### src/rtl/uart_pkg.sv
// Shared UART definitions: receiver state encoding, default frame geometry and
// the baud constants also used by the baud generator.
package uart_pkg;

   typedef enum logic [2:0] {
      IDLE,
      START,
      DATA,
      STOP,
      WAIT_HIGH
   } uart_state_e;

   localparam int UART_DATA_BITS  = 8;
   localparam int UART_OVERSAMPLE = 16;

   localparam int UART_CLK_HZ = 50_000_000;
   localparam int UART_BAUD   = 115_200;

   // Whole clk cycles between oversample ticks (truncated, 27 at 50 MHz / 115200 x16).
   function automatic int baud_tick_div(input int clk_hz, input int baud, input int oversample);
      return clk_hz / (baud * oversample);
   endfunction

   localparam int UART_TICK_DIV = baud_tick_div(UART_CLK_HZ, UART_BAUD, UART_OVERSAMPLE);

endpackage

### src/rtl/sync_2ff.sv
// Two-flop synchroniser for asynchronous inputs; reset value is selectable so
// idle-high lines come out of reset looking idle.
module sync_2ff #(
   parameter int               WIDTH   = 1,
   parameter logic [WIDTH-1:0] RST_VAL = '1
) (
   input  logic             clk,
   input  logic             rst_n,
   input  logic [WIDTH-1:0] d,
   output logic [WIDTH-1:0] q
);

   logic [WIDTH-1:0] meta_q;
   logic [WIDTH-1:0] sync_q;

   always_ff @(posedge clk or negedge rst_n) begin
      if (!rst_n) begin
         meta_q <= RST_VAL;
         sync_q <= RST_VAL;
      end else begin
         meta_q <= d;
         sync_q <= meta_q;
      end
   end

   assign q = sync_q;

endmodule

### src/rtl/uart_rx.sv
// 8N1-style UART receiver: centre-samples each bit using the oversample tick and
// hands completed bytes to the consumer over a valid/ack handshake.
//
//   state     | meaning
//   ----------+-----------------------------------------------------------
//   IDLE      | line idle, waiting for a falling edge on rx_s
//   START     | counting to the middle of the start bit to validate it
//   DATA      | sampling payload bits LSB first, one per bit period
//   STOP      | sampling the stop bit, publishing the byte or flagging error
//   WAIT_HIGH | after a framing error, waiting for the line to return high
module uart_rx
   import uart_pkg::*;
#(
   parameter int DATA_BITS  = UART_DATA_BITS,
   parameter int OVERSAMPLE = UART_OVERSAMPLE
) (
   input  logic                 clk,
   input  logic                 rst_n,
   input  logic                 rxClkEn,
   input  logic                 rx,
   input  logic                 dataAck,
   output logic [DATA_BITS-1:0] data,
   output logic                 dataValid,
   output logic                 frameErr,
   output logic                 overrun,
   output logic                 busy
);

   localparam int TICK_W = $clog2(OVERSAMPLE);
   localparam int BIT_W  = $clog2(DATA_BITS);

   localparam logic [TICK_W-1:0] TICK_MID  = TICK_W'(OVERSAMPLE / 2 - 1);
   localparam logic [TICK_W-1:0] TICK_LAST = TICK_W'(OVERSAMPLE - 1);
   localparam logic [BIT_W-1:0]  BIT_LAST  = BIT_W'(DATA_BITS - 1);

   logic rx_s;

   uart_state_e          state_q,      state_d;
   logic [TICK_W-1:0]    tick_cnt_q,   tick_cnt_d;
   logic [BIT_W-1:0]     bit_cnt_q,    bit_cnt_d;
   logic [DATA_BITS-1:0] shift_q,      shift_d;
   logic [DATA_BITS-1:0] data_q,       data_d;
   logic                 data_valid_q, data_valid_d;
   logic                 frame_err_q,  frame_err_d;
   logic                 overrun_q,    overrun_d;

   sync_2ff #(
      .WIDTH   (1),
      .RST_VAL (1'b1)
   ) u_rx_sync (
      .clk   (clk),
      .rst_n (rst_n),
      .d     (rx),
      .q     (rx_s)
   );

   always_comb begin
      state_d      = state_q;
      tick_cnt_d   = tick_cnt_q;
      bit_cnt_d    = bit_cnt_q;
      shift_d      = shift_q;
      data_d       = data_q;
      frame_err_d  = 1'b0;
      overrun_d    = 1'b0;
      // An ack clears the level; an ack with nothing pending has no effect.
      data_valid_d = data_valid_q & ~dataAck;

      case (state_q)
         IDLE: begin
            tick_cnt_d = '0;
            if (!rx_s) begin
               state_d = START;
            end
         end

         START: begin
            if (rxClkEn) begin
               if (tick_cnt_q == TICK_MID) begin
                  tick_cnt_d = '0;
                  if (!rx_s) begin
                     state_d   = DATA;
                     bit_cnt_d = '0;
                  end else begin
                     state_d = IDLE;
                  end
               end else begin
                  tick_cnt_d = tick_cnt_q + TICK_W'(1);
               end
            end
         end

         DATA: begin
            if (rxClkEn) begin
               if (tick_cnt_q == TICK_LAST) begin
                  tick_cnt_d = '0;
                  shift_d    = {rx_s, shift_q[DATA_BITS-1:1]};
                  if (bit_cnt_q == BIT_LAST) begin
                     state_d = STOP;
                  end else begin
                     bit_cnt_d = bit_cnt_q + BIT_W'(1);
                  end
               end else begin
                  tick_cnt_d = tick_cnt_q + TICK_W'(1);
               end
            end
         end

         STOP: begin
            if (rxClkEn) begin
               if (tick_cnt_q == TICK_LAST) begin
                  tick_cnt_d = '0;
                  if (rx_s) begin
                     data_d       = shift_q;
                     data_valid_d = 1'b1;
                     overrun_d    = data_valid_q & ~dataAck;
                     state_d      = IDLE;
                  end else begin
                     frame_err_d = 1'b1;
                     state_d     = WAIT_HIGH;
                  end
               end else begin
                  tick_cnt_d = tick_cnt_q + TICK_W'(1);
               end
            end
         end

         WAIT_HIGH: begin
            tick_cnt_d = '0;
            if (rx_s) begin
               state_d = IDLE;
            end
         end

         default: begin
            state_d    = IDLE;
            tick_cnt_d = '0;
         end
      endcase
   end

   always_ff @(posedge clk or negedge rst_n) begin
      if (!rst_n) begin
         state_q      <= IDLE;
         tick_cnt_q   <= '0;
         bit_cnt_q    <= '0;
         shift_q      <= '0;
         data_q       <= '0;
         data_valid_q <= 1'b0;
         frame_err_q  <= 1'b0;
         overrun_q    <= 1'b0;
      end else begin
         state_q      <= state_d;
         tick_cnt_q   <= tick_cnt_d;
         bit_cnt_q    <= bit_cnt_d;
         shift_q      <= shift_d;
         data_q       <= data_d;
         data_valid_q <= data_valid_d;
         frame_err_q  <= frame_err_d;
         overrun_q    <= overrun_d;
      end
   end

   assign data      = data_q;
   assign dataValid = data_valid_q;
   assign frameErr  = frame_err_q;
   assign overrun   = overrun_q;
   assign busy      = (state_q != IDLE);

endmodule
### config.mk
export PLATFORM = sky130hd
export DESIGN_NAME = uart_rx
export DESIGN_NICKNAME = d
export VERILOG_FILES = /design/src/rtl/uart_pkg.sv /design/src/rtl/sync_2ff.sv /design/src/rtl/uart_rx.sv
export SDC_FILE = /design/constraint.sdc
export NUM_CORES = 1
export LEC_CHECK = 0
export BUFFER_PORTS_ARGS = -buffer_cell sky130_fd_sc_hd__clkbuf_2
export CORE_ASPECT_RATIO = 2
export CORE_MARGIN = 3
export CORE_UTILIZATION = 48
export CTS_CLUSTER_DIAMETER = 30
export CTS_CLUSTER_SIZE = 16
export DETAILED_ROUTE_END_ITERATION = 6
export GPL_ROUTABILITY_DRIVEN = 0
export GPL_TIMING_DRIVEN = 0
export PLACE_DENSITY = 0.68
export SETUP_SLACK_MARGIN = 0.15
export SYNTH_ARGS = -nofsm -noshare
export SYNTH_HDL_FRONTEND = slang
export SYNTH_HIERARCHICAL = 1
export SYNTH_SLANG_ARGS = --single-unit
export TNS_END_PERCENT = 10
### constraint.sdc
create_clock -name clk -period 1.85 [get_ports clk]
set_clock_uncertainty 0.05 [all_clocks]
set_input_delay 0.185 -clock clk [delete_from_list [all_inputs] [get_ports clk]]
set_output_delay 0.185 -clock clk [all_outputs]
set_load 0.005 [all_outputs]
==> results of run 1 <==
## synthesized netlist by cell type (all sizes together) (2+ instances only)
| master | number |
|---|---|
| inv | 3 |
| dfrtp | 29 |
| o21ai | 2 |
| a311o | 2 |
| a31oi | 2 |
| nor2 | 4 |
| nor3b | 2 |
| ha | 3 |
| dfstp | 2 |
| nand4 | 3 |
| nand2b | 3 |
| a21oi | 3 |
| o211ai | 2 |
| nor4 | 2 |
| mux2 | 17 |
| and4b | 2 |
| nand3 | 2 |
| nand2 | 7 |
| buf | 8 |
| a22o | 2 |
## report_power, final
part           switching [uW]  internal [uW]
clock                     248            262
combinational             290            195
sequential               25.3            738
total                     563           1200
## layer usage
metal / global-route usage / vias to the layer above / wire, um
met5: 0 / - / 0
met4: 0.08157 / 0 / 49
met3: 0.03888 / 6 / 90
met2: 0.3070 / 21 / 1531
met1: 0.1730 / 515 / 1016
li1: - / 456 / -
## worst max-delay path, cell delays in order (launching register included)
cell,delay (ns)
dfrtp_1,0.38
ha_1,0.19
buf_4,0.17
and4b_1,0.24
nand4_4,0.17
mux2_2,0.36
## per-stage QoR
| stage | hold slack, ns | power, uW | utilization | setup WS (ns) | area, um2 |
|---|---|---|---|---|---|
| finish | 0.1488 | 1758 | 0.6061 | 0.1630 | 1679 |
| global route | 0.1898 | 1840 | 0.6061 | 0.1170 | 1679 |
| CTS | 0.1542 | 1752 | 0.6007 | 0.1661 | 1664 |
| detailed placement | 0.2249 | 1199 | 0.5510 | 0.005414 | 1526 |
| global placement | 0.2188 | 1175 | 0.5510 | 0.02237 | 1526 |
| floorplan | -0.1606 | 1096 | - | 0.2045 | 1415 |
## timing repair
item,in CTS,in global routing
resized for setup,1,2
hold buffers,2,0
setup endpoints to repair,19,19
setup buffers,4,0
pin swaps,2,1
endpoints found under the hold margin,30,0
## registers in the layout, indices dropped and copies added, names as in the netlist, 3 cells and up
register and flops:
bit_cnt_q 3, data 8, shift_q 8, state_q 3
tick_cnt_q 4
## final timing paths
kind / slack (ns) / to / cells past startpoint
worst max-delay path: 0.16 / data[1] / 5
worst min-delay path: 0.15 / dataValid / 3
worst max register to register: 0.16 / data[1] / 5
worst min register to register: 0.31 / u_rx_sync/q / 0
max in group asynchronous: 0.82 / overrun / 2
min in group asynchronous: 0.45 / tick_cnt_q[0] / 2
## layout make-up
type	count	area, um2	share of cell area
Clock inverter	2	12.51	0.007452
Buffer	8	52.55	0.03130
Sequential cell	31	778.2	0.4635
Clock buffer	6	72.57	0.04322
Tap cell	29	36.28	0.02161
Timing Repair Buffer	21	125.1	0.07452
Multi-Input combinational cell	70	590.6	0.3517
Inverter	3	11.26	0.006706
## cell usage in the layout (no fill, tap or decap), types with 2 or more instances in the layout
cell	Yosys	routed
a31oi_1	2	2
o211ai_1	2	2
nor2_1	4	4
mux2_2	17	17
and4b_1	2	2
a311o_1	2	2
dlygate4sd3_1	0	2
dfstp_2	2	2
nand3_1	2	2
buf_2	4	3
buf_4	4	9
dfrtp_1	29	29
a21oi_1	3	3
a22o_1	2	2
nand4_4	1	2
nor3b_1	2	2
nand2b_1	3	3
inv_1	3	3
ha_1	3	3
nand2_1	7	7
o21ai_0	2	2
clkbuf_2	0	15
clkbuf_8	0	5
## kinds of logic after synthesis
logic type / synth area share
AND/OR/NAND/NOR: 0.1503
flip-flops: 0.5500
multiplexers: 0.1423
AO/OA/AOI/OAI: 0.07515
buffers and inverters: 0.04333
adder cells (fa/ha/maj): 0.02653
XOR/XNOR: 0.01238
==> metrics.txt, run 1 <==
CP startpoint tick_cnt_q[0]; Mean Syn Cell Area around 13 um2; CTS Buffer Depth 2; Finished Layout Cells 170; largest net degree at the start of global routing 32; Initial Util 0.5108; Yosys cell types 35; Worst Hold Class in -> reg; # DRC 0; Syn. warnings 6; max-slew violations 0; period utilization 0.9119; clock latency on the worst-skew pair 0.28 ns; commonest register cell after synthesis dfrtp_1; synthesis-stage register bit count 31; global-route wire length before repair 4436 um; Clk pin slew, worst setup/hold paths 0.07 ns; die height 82.79 um; Cells after Synth 112; sequential area share after synthesis 0.5500; Port Buffers 15; number of global-route vias before repair between 900 and 1000; HPWL Detailed 1907 um; crit path kind reg -> reg; status finished, final reports clean; Worst Max-Slew Pin Slew 0.7494 ns; Setup TNS 0 ns; vias 998; vias per inst 5.871; P_leak 0.0008506 uW; post-route antenna net violation count 0; Root Buffer clkbuf_8; startpoint types register; Total Routing Usage GR 0.1681; crit path DAT roughly 1.8 ns; Diodes inserted 0; WL/cell roughly 16 um; htree depth 2; Worst R2R Start tick_cnt_q[0]; final-layout fill cell count 232; Sink Count 31; final net count 148; die width roughly 44 um; DRT Wirelength approximately 2700 um; Core Region approximately 0.0028 mm2; TritonCTS clock tree yes; # setup viols final 0; Hold Crit Start dataAck; placed cells 156; DR iter-0 viols 16; RSZ-0062 raised after global routing yes; First-pass DRT Iterations 5; synthesis-to-finish area growth 18.66%; Synth area leaders dfrtp_1 (51%), mux2_2 (14%), dfstp_2 (3.7%), ha_1 (2.7%), buf_4 (2.1%); antenna violations before repair 0; area share of the largest cell type after synthesis 0.5128; Die ar. 0.003675 mm2; peak supply drop 599.2 uV; fmax 0.5928 GHz; gr ovfl total 0; maximum fanout along the worst path 9; Worst Path Required 1.96 ns; layout cells sized above 1 0.4113; io pins 17; Tmin final around 1.7 ns; Final Hold Viols 0; Post-Syn Nets 120; cts bufs inserted 5; count of flip-flops with a built-in enable after synthesis 0; critical path capture point type register; Core Rows 27; Max-Cap Viols 0; Synth area leader dfrtp_1; pwr/cell area 1047 mW/mm2; max_slew headroom 0.5004; Post-synth ARST share 1.000; synthesized area 0.001415 mm2
Power figures use the tool's default switching activity.
==> run 2: changes to the inputs <==
--- a/config.mk
+++ b/config.mk
@@ -8,13 +8,12 @@
 export BUFFER_PORTS_ARGS = -buffer_cell sky130_fd_sc_hd__clkbuf_2
 export CORE_ASPECT_RATIO = 2
 export CORE_MARGIN = 3
-export CORE_UTILIZATION = 48
+export CORE_UTILIZATION = 45
 export CTS_CLUSTER_DIAMETER = 30
 export CTS_CLUSTER_SIZE = 16
 export DETAILED_ROUTE_END_ITERATION = 6
 export GPL_ROUTABILITY_DRIVEN = 0
 export GPL_TIMING_DRIVEN = 0
-export PLACE_DENSITY = 0.68
 export SETUP_SLACK_MARGIN = 0.15
 export SYNTH_ARGS = -nofsm -noshare
 export SYNTH_HDL_FRONTEND = slang
==> metrics.txt, run 2 (synthesis gave the netlist of run 1 again) <==
vias 988 (-1.0%); fmax 0.5992 GHz (+1.1%); crit path kind reg -> out; Core Region 0.002978 mm2 (+7.5%); Clk pin slew, worst setup/hold paths 0.06 ns (about the same); die height 85.31 um (+3.0%); WL/cell 16.03 um (+1.4%); cts bufs inserted 5 (unchanged); slowest cell on the critical path dfrtp_1; die width 45.65 um (+2.8%); max_slew headroom 0.4954 (-0.004965); Diodes inserted 0 (unchanged); Max-Cap Viols 0 (unchanged); HPWL Detailed 1846 um (-3.2%); most common cell after layout, fill and taps aside dfrtp_1; layout cells sized above 1 0.4296 (+0.01823); final-layout fill cell count 274 (+18%); DR iter-0 viols 28 (+12); fin area 0.001723 mm2 (+2.6%); gr ovfl total 0 (unchanged); pwr/cell area 1046 mW/mm2 (-0.11%); CTS Buffer Depth 2 (unchanged); Final Hold Viols 0 (unchanged); synthesis-to-finish area growth 21.75%; # DRC 0 (unchanged); Port Buffers 15 (unchanged); P_leak 0.0008637 uW (+1.5%); Worst Path Required 1.62 ns (-0.34 ns); Worst Hold Class in -> reg; Worst Max-Slew Pin Slew 0.7569 ns (+0.007448 ns); final worst setup slack 0.1812 ns (+0.01817 ns); area of the multi-input gates 618.1 um2 (+4.7%); Root Buffer clkbuf_8; Initial Util 0.4752 (-0.03563); number of global-route vias before repair 998 (+0.91%); First-pass DRT Iterations 4 (-1); clock latency on the worst-skew pair 0.28 ns (about the same); Tmin final 1.669 ns (-0.01817 ns); RSZ-0062 raised after global routing yes; Core Rows 28 (+3.7%); DRT Wirelength 2757 um (+2.6%); TritonCTS clock tree yes; crit-path most repeated cell buf_4; global-route wire length before repair 4602 um (+3.7%); htree depth 2 (unchanged); critical-path cell list buf_4 -> buf_4 -> or3_1 -> clkbuf_2; crit path DAT 1.43 ns (-0.37 ns); max-slew violations 0 (unchanged); period utilization 0.9021 (-0.009822); placed inst area 0.001528 mm2 (about the same); Reg area 778.2 um2 (unchanged); vias per inst 5.744 (-2.2%); commonest cells after routing, fill and taps aside dfrtp_1 (29), mux2_2 (17), clkbuf_2 (15); status finished, final reports clean; critical path capture point type primary output; Die ar. 0.003894 mm2 (+6.0%); final net count 149 (+0.68%); peak supply drop 964.0 uV (+61%); Total Routing Usage GR 0.1652 (-0.002857); startpoint types register; post-route antenna net violation count 0 (unchanged); io pins 17 (unchanged); maximum fanout along the worst path 10 (+1); worst slack, placed -0.01866 ns (-0.02408 ns); max incr delay on CP 0.37 ns (about the same); Sink Count 31 (unchanged); antenna violations before repair 0 (unchanged); # setup viols final 0 (unchanged); largest net degree at the start of global routing 32 (unchanged)
-- run 2: metal layers --
layer,vias up,track usage,share of wire
li1,463,-,-
met3,7,0.04034,0.049
met4,0,0.1147,0.034
met1,489,0.1821,0.37
met5,-,0,0
met2,29,0.2624,0.55
-- run 2: worst paths after layout --
check / from / endpoint / slack [ns] / depth (start not counted)
min in group asynchronous: rst_n / tick_cnt_q[2] / 0.46 / 2
hold / removal: dataAck / dataValid / 0.14 / 3
max in group asynchronous: rst_n / bit_cnt_q[1] / 0.81 / 2
setup / recovery: state_q[0] / busy / 0.18 / 4
hold reg to reg: u_rx_sync/meta_q / u_rx_sync/q / 0.31 / 0
setup reg to reg: tick_cnt_q[0] / data[1] / 0.20 / 5
-- run 2: through the flow --
step	setup TNS [ns]	power [uW]	instances	hold slack, ns	util
3_3_place_gp	0	1175	157	0.2225	0.5130
3_5_place_dp	-0.09736	1191	157	0.2254	0.5130
4_1_cts	0	1783	171	0.1346	0.5613
5_1_grt	0	1922	172	0.1658	0.5786
2_1_floorplan	0	1096	112	-0.1606	-
6_report	0	1802	172	0.1376	0.5786
-- run 2: layout make-up --
cell class | count | share of cell area
Buffer | 8 | 0.03558
Clock buffer | 7 | 0.05011
Clock inverter | 1 | 0.002905
Inverter | 3 | 0.006536
Multi-Input combinational cell | 71 | 0.3588
Sequential cell | 31 | 0.4517
Tap cell | 30 | 0.02179
Timing Repair Buffer | 21 | 0.07262
-- run 2: report_power, final --
part           total (uW)  switching (uW)  internal [uW]
sequential            767            28.4            738
clock                 539             240            299
combinational         496             289            207
total                1800             557           1250
-- run 2: repair_timing --
action	in CTS	in global routing
hold buffers	2	0
endpoints found under the hold margin	30	0
buffers inserted	4	0
pin swaps	1	4
endpoints found under the setup margin	19	20
resized for setup	1	10
cloned	0	1
-- run 2: critical path, delay by kind of cell (launching register included) --
family | cells | cell delay, ns
buffers and inverters | 3 | 0.48
DFF | 1 | 0.37
and+or+nand+nor | 1 | 0.31
